**src/rtl/latch_bank_write_arbiter.sv**
```systemverilog
// Round-robin write arbiter for a shared bank of level-sensitive D latches.
// Each write runs SETUP -> OPEN -> HOLD so latch_d is stable around every enable pulse.
module latch_bank_write_arbiter #(
    parameter int unsigned NREQ      = 4,
    parameter int unsigned WIDTH     = 8,
    parameter int unsigned DEPTH     = 4,
    parameter int unsigned AW        = 2,
    parameter int unsigned EN_CYCLES = 2
) (
    input  logic                      clk,
    input  logic                      rstn,
    input  logic [NREQ-1:0]           req,
    input  logic [NREQ*WIDTH-1:0]     wdata,
    input  logic [NREQ*AW-1:0]        waddr,
    output logic [NREQ-1:0]           ack,
    output logic                      err,
    output logic [WIDTH-1:0]          latch_d,
    output logic [DEPTH-1:0]          latch_en,
    output logic                      busy,
    output logic [$clog2(NREQ)-1:0]   grant_id
);

    localparam int unsigned GW = $clog2(NREQ);
    localparam int unsigned CW = (EN_CYCLES > 1) ? $clog2(EN_CYCLES) : 1;

    typedef enum logic [1:0] {
        IDLE  = 2'd0,
        SETUP = 2'd1,
        OPEN  = 2'd2,
        HOLD  = 2'd3
    } state_t;

    state_t            r_state;
    logic [GW-1:0]     r_rr;
    logic [GW-1:0]     r_gid;
    logic [AW-1:0]     r_addr;
    logic [CW-1:0]     r_cnt;
    logic [NREQ-1:0]   r_ack;
    logic              r_err;
    logic [WIDTH-1:0]  r_latch_d;
    logic [DEPTH-1:0]  r_latch_en;
    logic              r_busy;

    state_t            w_state;
    logic [GW-1:0]     w_rr;
    logic [GW-1:0]     w_gid;
    logic [AW-1:0]     w_addr;
    logic [CW-1:0]     w_cnt;
    logic [NREQ-1:0]   w_ack;
    logic              w_err;
    logic [WIDTH-1:0]  w_latch_d;
    logic [DEPTH-1:0]  w_latch_en;
    logic              w_busy;

    logic [WIDTH-1:0]  w_wdata_arr [NREQ];
    logic [AW-1:0]     w_waddr_arr [NREQ];
    logic              w_found;
    logic [GW-1:0]     w_pick;
    logic [GW-1:0]     w_idx;
    logic              w_addr_ok;
    logic [DEPTH-1:0]  w_onehot;

    // Unpack the flat per-requester buses
    always_comb begin
        for (int i = 0; i < NREQ; i++) begin
            w_wdata_arr[i] = wdata[i*WIDTH +: WIDTH];
            w_waddr_arr[i] = waddr[i*AW +: AW];
        end
    end

    // First requesting index at or after the rr pointer, wrapping
    always_comb begin
        w_found = 1'b0;
        w_pick  = '0;
        w_idx   = '0;
        for (int i = 0; i < NREQ; i++) begin
            w_idx = GW'((32'(r_rr) + 32'(i)) % NREQ);
            if (!w_found && req[w_idx]) begin
                w_found = 1'b1;
                w_pick  = w_idx;
            end
        end
    end

    assign w_addr_ok = (32'(r_addr) < DEPTH);
    assign w_onehot  = w_addr_ok ? (DEPTH'(1) << r_addr) : '0;

    // Next-state and next-output logic
    always_comb begin
        w_state    = r_state;
        w_rr       = r_rr;
        w_gid      = r_gid;
        w_addr     = r_addr;
        w_cnt      = r_cnt;
        w_latch_d  = r_latch_d;
        w_ack      = '0;
        w_err      = 1'b0;
        w_latch_en = '0;

        case (r_state)
            IDLE: begin
                if (w_found) begin
                    w_state   = SETUP;
                    w_gid     = w_pick;
                    w_addr    = w_waddr_arr[w_pick];
                    w_latch_d = w_wdata_arr[w_pick];
                end
            end
            SETUP: begin
                w_state    = OPEN;
                w_cnt      = CW'(EN_CYCLES - 1);
                w_latch_en = w_onehot;
            end
            OPEN: begin
                if (r_cnt == '0) begin
                    w_state = HOLD;
                    w_ack   = NREQ'(1) << r_gid;
                    w_err   = !w_addr_ok;
                end else begin
                    w_cnt      = r_cnt - CW'(1);
                    w_latch_en = w_onehot;
                end
            end
            HOLD: begin
                w_state = IDLE;
                w_rr    = (32'(r_gid) == NREQ - 1) ? '0 : r_gid + GW'(1);
            end
            default: w_state = IDLE;
        endcase

        w_busy = (w_state != IDLE);
    end

    // State and output registers
    always_ff @(posedge clk) begin
        if (!rstn) begin
            r_state    <= IDLE;
            r_rr       <= '0;
            r_gid      <= '0;
            r_addr     <= '0;
            r_cnt      <= '0;
            r_ack      <= '0;
            r_err      <= 1'b0;
            r_latch_d  <= '0;
            r_latch_en <= '0;
            r_busy     <= 1'b0;
        end else begin
            r_state    <= w_state;
            r_rr       <= w_rr;
            r_gid      <= w_gid;
            r_addr     <= w_addr;
            r_cnt      <= w_cnt;
            r_ack      <= w_ack;
            r_err      <= w_err;
            r_latch_d  <= w_latch_d;
            r_latch_en <= w_latch_en;
            r_busy     <= w_busy;
        end
    end

    assign ack      = r_ack;
    assign err      = r_err;
    assign latch_d  = r_latch_d;
    assign latch_en = r_latch_en;
    assign busy     = r_busy;
    assign grant_id = r_gid;

endmodule

```
**config.mk**
```make
export PLATFORM = sky130hd
export DESIGN_NAME = latch_bank_write_arbiter
export DESIGN_NICKNAME = d
export VERILOG_FILES = /design/src/rtl/latch_bank_write_arbiter.sv
export SDC_FILE = /design/constraint.sdc
export NUM_CORES = 1
export LEC_CHECK = 0
export CAP_MARGIN = 25
export CORE_MARGIN = 2
export CORE_UTILIZATION = 55
export CTS_CLUSTER_SIZE = 40
export DETAILED_ROUTE_END_ITERATION = 6
export DONT_BUFFER_PORTS = 1
export PLACE_DENSITY = 0.73
export SLEW_MARGIN = 20
export SYNTH_ARGS = -nofsm -noshare
export SYNTH_HDL_FRONTEND = slang
export SYNTH_SLANG_ARGS = --single-unit
```
**constraint.sdc**
```tcl
create_clock -name clk -period 1.3 [get_ports clk]
set_input_delay 0.26 -clock clk [delete_from_list [all_inputs] [get_ports clk]]
set_output_delay 0.26 -clock clk [all_outputs]
set_load 0.05 [all_outputs]
```
==> impl_metrics.yaml <==
run_status:
  outcome: "finished with violations"
  violations: "setup timing"
final_layout:
  most-common-layout-cells: "nand2_1, dfxtp_1, mux2i_1, buf_4, o221ai_2"
  drive_above_1_share: 0.494
  final_core_utilization: 0.765
  insertedDiodeCount: 0
  layout.nets: 211
  multi_input_comb_area_um2: 965
  fill_cells: 172
  syn_to_final_growth_pct: 34.7
  stdcell_count: 188
  regArea_um2: 534
synth:
  synth_top_family_by_area: "simple AND/OR/NAND/NOR gates"
  yosysSeqAreaShare: 0.380
  ys_warn_count: 0
  synth-xor-area-share: 0
  yosysUniqueCellTypes: 38
  synthMuxAreaShare: 0.169
  synthArstFlopShare: 0
  synthAdderAreaFrac: 0.0548
  yosys_most_used_dff: "dfxtp_1"
  synth_edf_count: 0
  synth-seq-cells: 26
  synth_largest_area_cell: "dfxtp_1"
  netlist.area_leader.share: 0.380
  synth-simple-area-share: 0.176
  syn_nets: 186
  synth.top_cells.by_area: "dfxtp_1, mux2i_1, ha_1, nand2_1, o221ai_2"
  synth_compound_area_frac: 0.175
  avgSynthCellArea_um2: 10.2
  syn_area_mm2: 0.00137
  syn_inst: 134
setup_path:
  crit_buf_inv: 2
  crit_type: "register to register"
  crit_top_cell: "a21oi_2"
  path_cells: "a21oi_2 -> o21ai_1 -> a21oi_2 -> buf_4 -> buf_12 -> mux2i_2 -> o221ai_2"
  crit_slowest_cell: "dfxtp_4"
  critPathCaptureType: "register"
  path_max_fanout: 11
  worst_setup_path_start_kind: "register"
  cp_data_required_time_ps: 1520
  crit_family: "compound AO/OA/AOI/OAI gates"
  critPathMaxStageDelay_ps: 390
  arrival_ps: 1730
routing:
  vias: 1138
  ant_nets: 0
  drt_pass1_iterations: 4
  wire_per_inst_um: 19.0
  drt-total-wl_um: 3570
  drtIter0Drc: 22
  drcViolationCount: 0
  vias_per_cell: 6.05
sta:
  worst_pin_slew_ps: 542
  relSlewSlack: 0.638
  finClkSkew_ps: 11.4
  fmax_ghz: 0.660
  final-hold-violation-count: 0
  tns_ps: -1890
  layout_setup_ws_ps: -216
  slew_viol_final: 0
  min_period_over_period: 1.17
  grt_setup_unrepaired: "yes"
  fin_crit_ps: 1520
  setup_violations: 12
clock_tree:
  cts_num_sinks: 26
  cts_tree: "built"
  cts_buffers: 3
  clockBufferDepth: 2
  postCtsHoldBufs: 0
  insertion_delay_ps: 320
  htree_levels: 1
  cts-root-buf: "clkbuf_4"
  clk_pin_slew_worst_paths_ps: 140
placement:
  placed_cells: 176
  portBuffers: 0
  dp_hpwl_um: 2290
  place.gp.congestion: 0.736
grt:
  grt_pass1_wl_um: 4700
  antenna_found_initial: 0
  grt_usage: 0.226
  grt_remaining_overflow: 0
  first_global_vias: 1052
  grt_max_degree: 22
power_and_ir_drop:
  power.density_mw_per_mm2: 2080
  cellLeakagePower_nw: 0.693
  ir_worst_vdd_uv: 1470
floorplanning:
  core_mm2: 0.00241
  start_util: 0.568
  io_pins: 66
  dieWidth_um: 53.9
  num_rows: 18
  dieHeight_um: 53.9
  fp.dieArea_mm2: 0.00290
flow_run:
  maxCapViolations: 0
worst_hold_path:
  min_path_type: "input port to register"
-- sequential cells by signal, summed over array words and instances, names as in the netlist --
register,cells
ack,4
busy,1
grant_id,2
r_cnt,1
latch_d,8
r_addr,2
r_rr,2
r_state,2
latch_en,4
-- worst paths after layout --
kind	start	endpoint	slack [ps]	cells past startpoint
max	r_rr[1]	latch_d[0]	-220	7
min reg2reg	r_addr[0]	latch_en[2]	510	1
max reg2reg	r_rr[1]	latch_d[0]	-220	7
min	rstn	r_rr[0]	80	1
-- routing by layer --
| metal | part of all wire | wire, um | track usage |
|---|---|---|---|
| met5 | 0 | 0 | 0 |
| met4 | 0.0036 | 13 | 0.0726 |
| met3 | 0.053 | 190 | 0.0583 |
| met2 | 0.56 | 1980 | 0.368 |
| met1 | 0.39 | 1380 | 0.289 |
-- metrics by stage --
step	instance area [um^2]	setup WS (ps)	hold WS, ps	power, mW
CTS	1700	-191	63.7	3.54
global placement	1530	-131	394	2.80
global route	1840	-289	50.1	4.04
finish	1840	-216	75.1	3.83
floorplan	1380	-69.4	407	2.39
detailed placement	1530	-203	398	2.87
-- logic make-up (layout without fill, tap and decap cells) --
family,Yosys count,in the layout
multiplexers,23,23
AND/OR/NAND/NOR,42,44
adder cells (fa/ha/maj),6,6
flip-flops,26,26
other,1,1
AO/OA/AOI/OAI,26,26
buffers and inverters,10,32
-- power by group --
part / internal [mW] / switching [mW]
sequential: 1.02 / 0.563
combinational: 0.864 / 0.913
clock: 0.235 / 0.232
total: 2.12 / 1.71
-- cells in the mapped netlist (all sizes together), types with 2 or more instances --
| cell type | instances |
|---|---|
| o21ai | 3 |
| nand3 | 2 |
| nor4 | 3 |
| nor2b | 3 |
| a21oi | 8 |
| o221ai | 10 |
| mux2i | 22 |
| nand2 | 17 |
| nor3 | 2 |
| inv | 5 |
| ha | 6 |
| nor2 | 5 |
| buf | 4 |
| nand2b | 3 |
| dfxtp | 26 |
-- what timing repair did --
action | CTS | global route
cloned | 2 | 2
endpoints found under the setup margin | 12 | 22
endpoints found under the hold margin | 0 | 0
setup buffers | 1 | 3
pin swaps | 17 | 4
gates resized for setup | 15 | 28
-- layout make-up --
type	instances	area share
tap	30	0.0204
sequential	26	0.290
clock buffer	4	0.0258
timing repair buffer	23	0.130
multi-input combinational	100	0.523
inverter	5	0.0115
(Power assumes the default switching activity.)
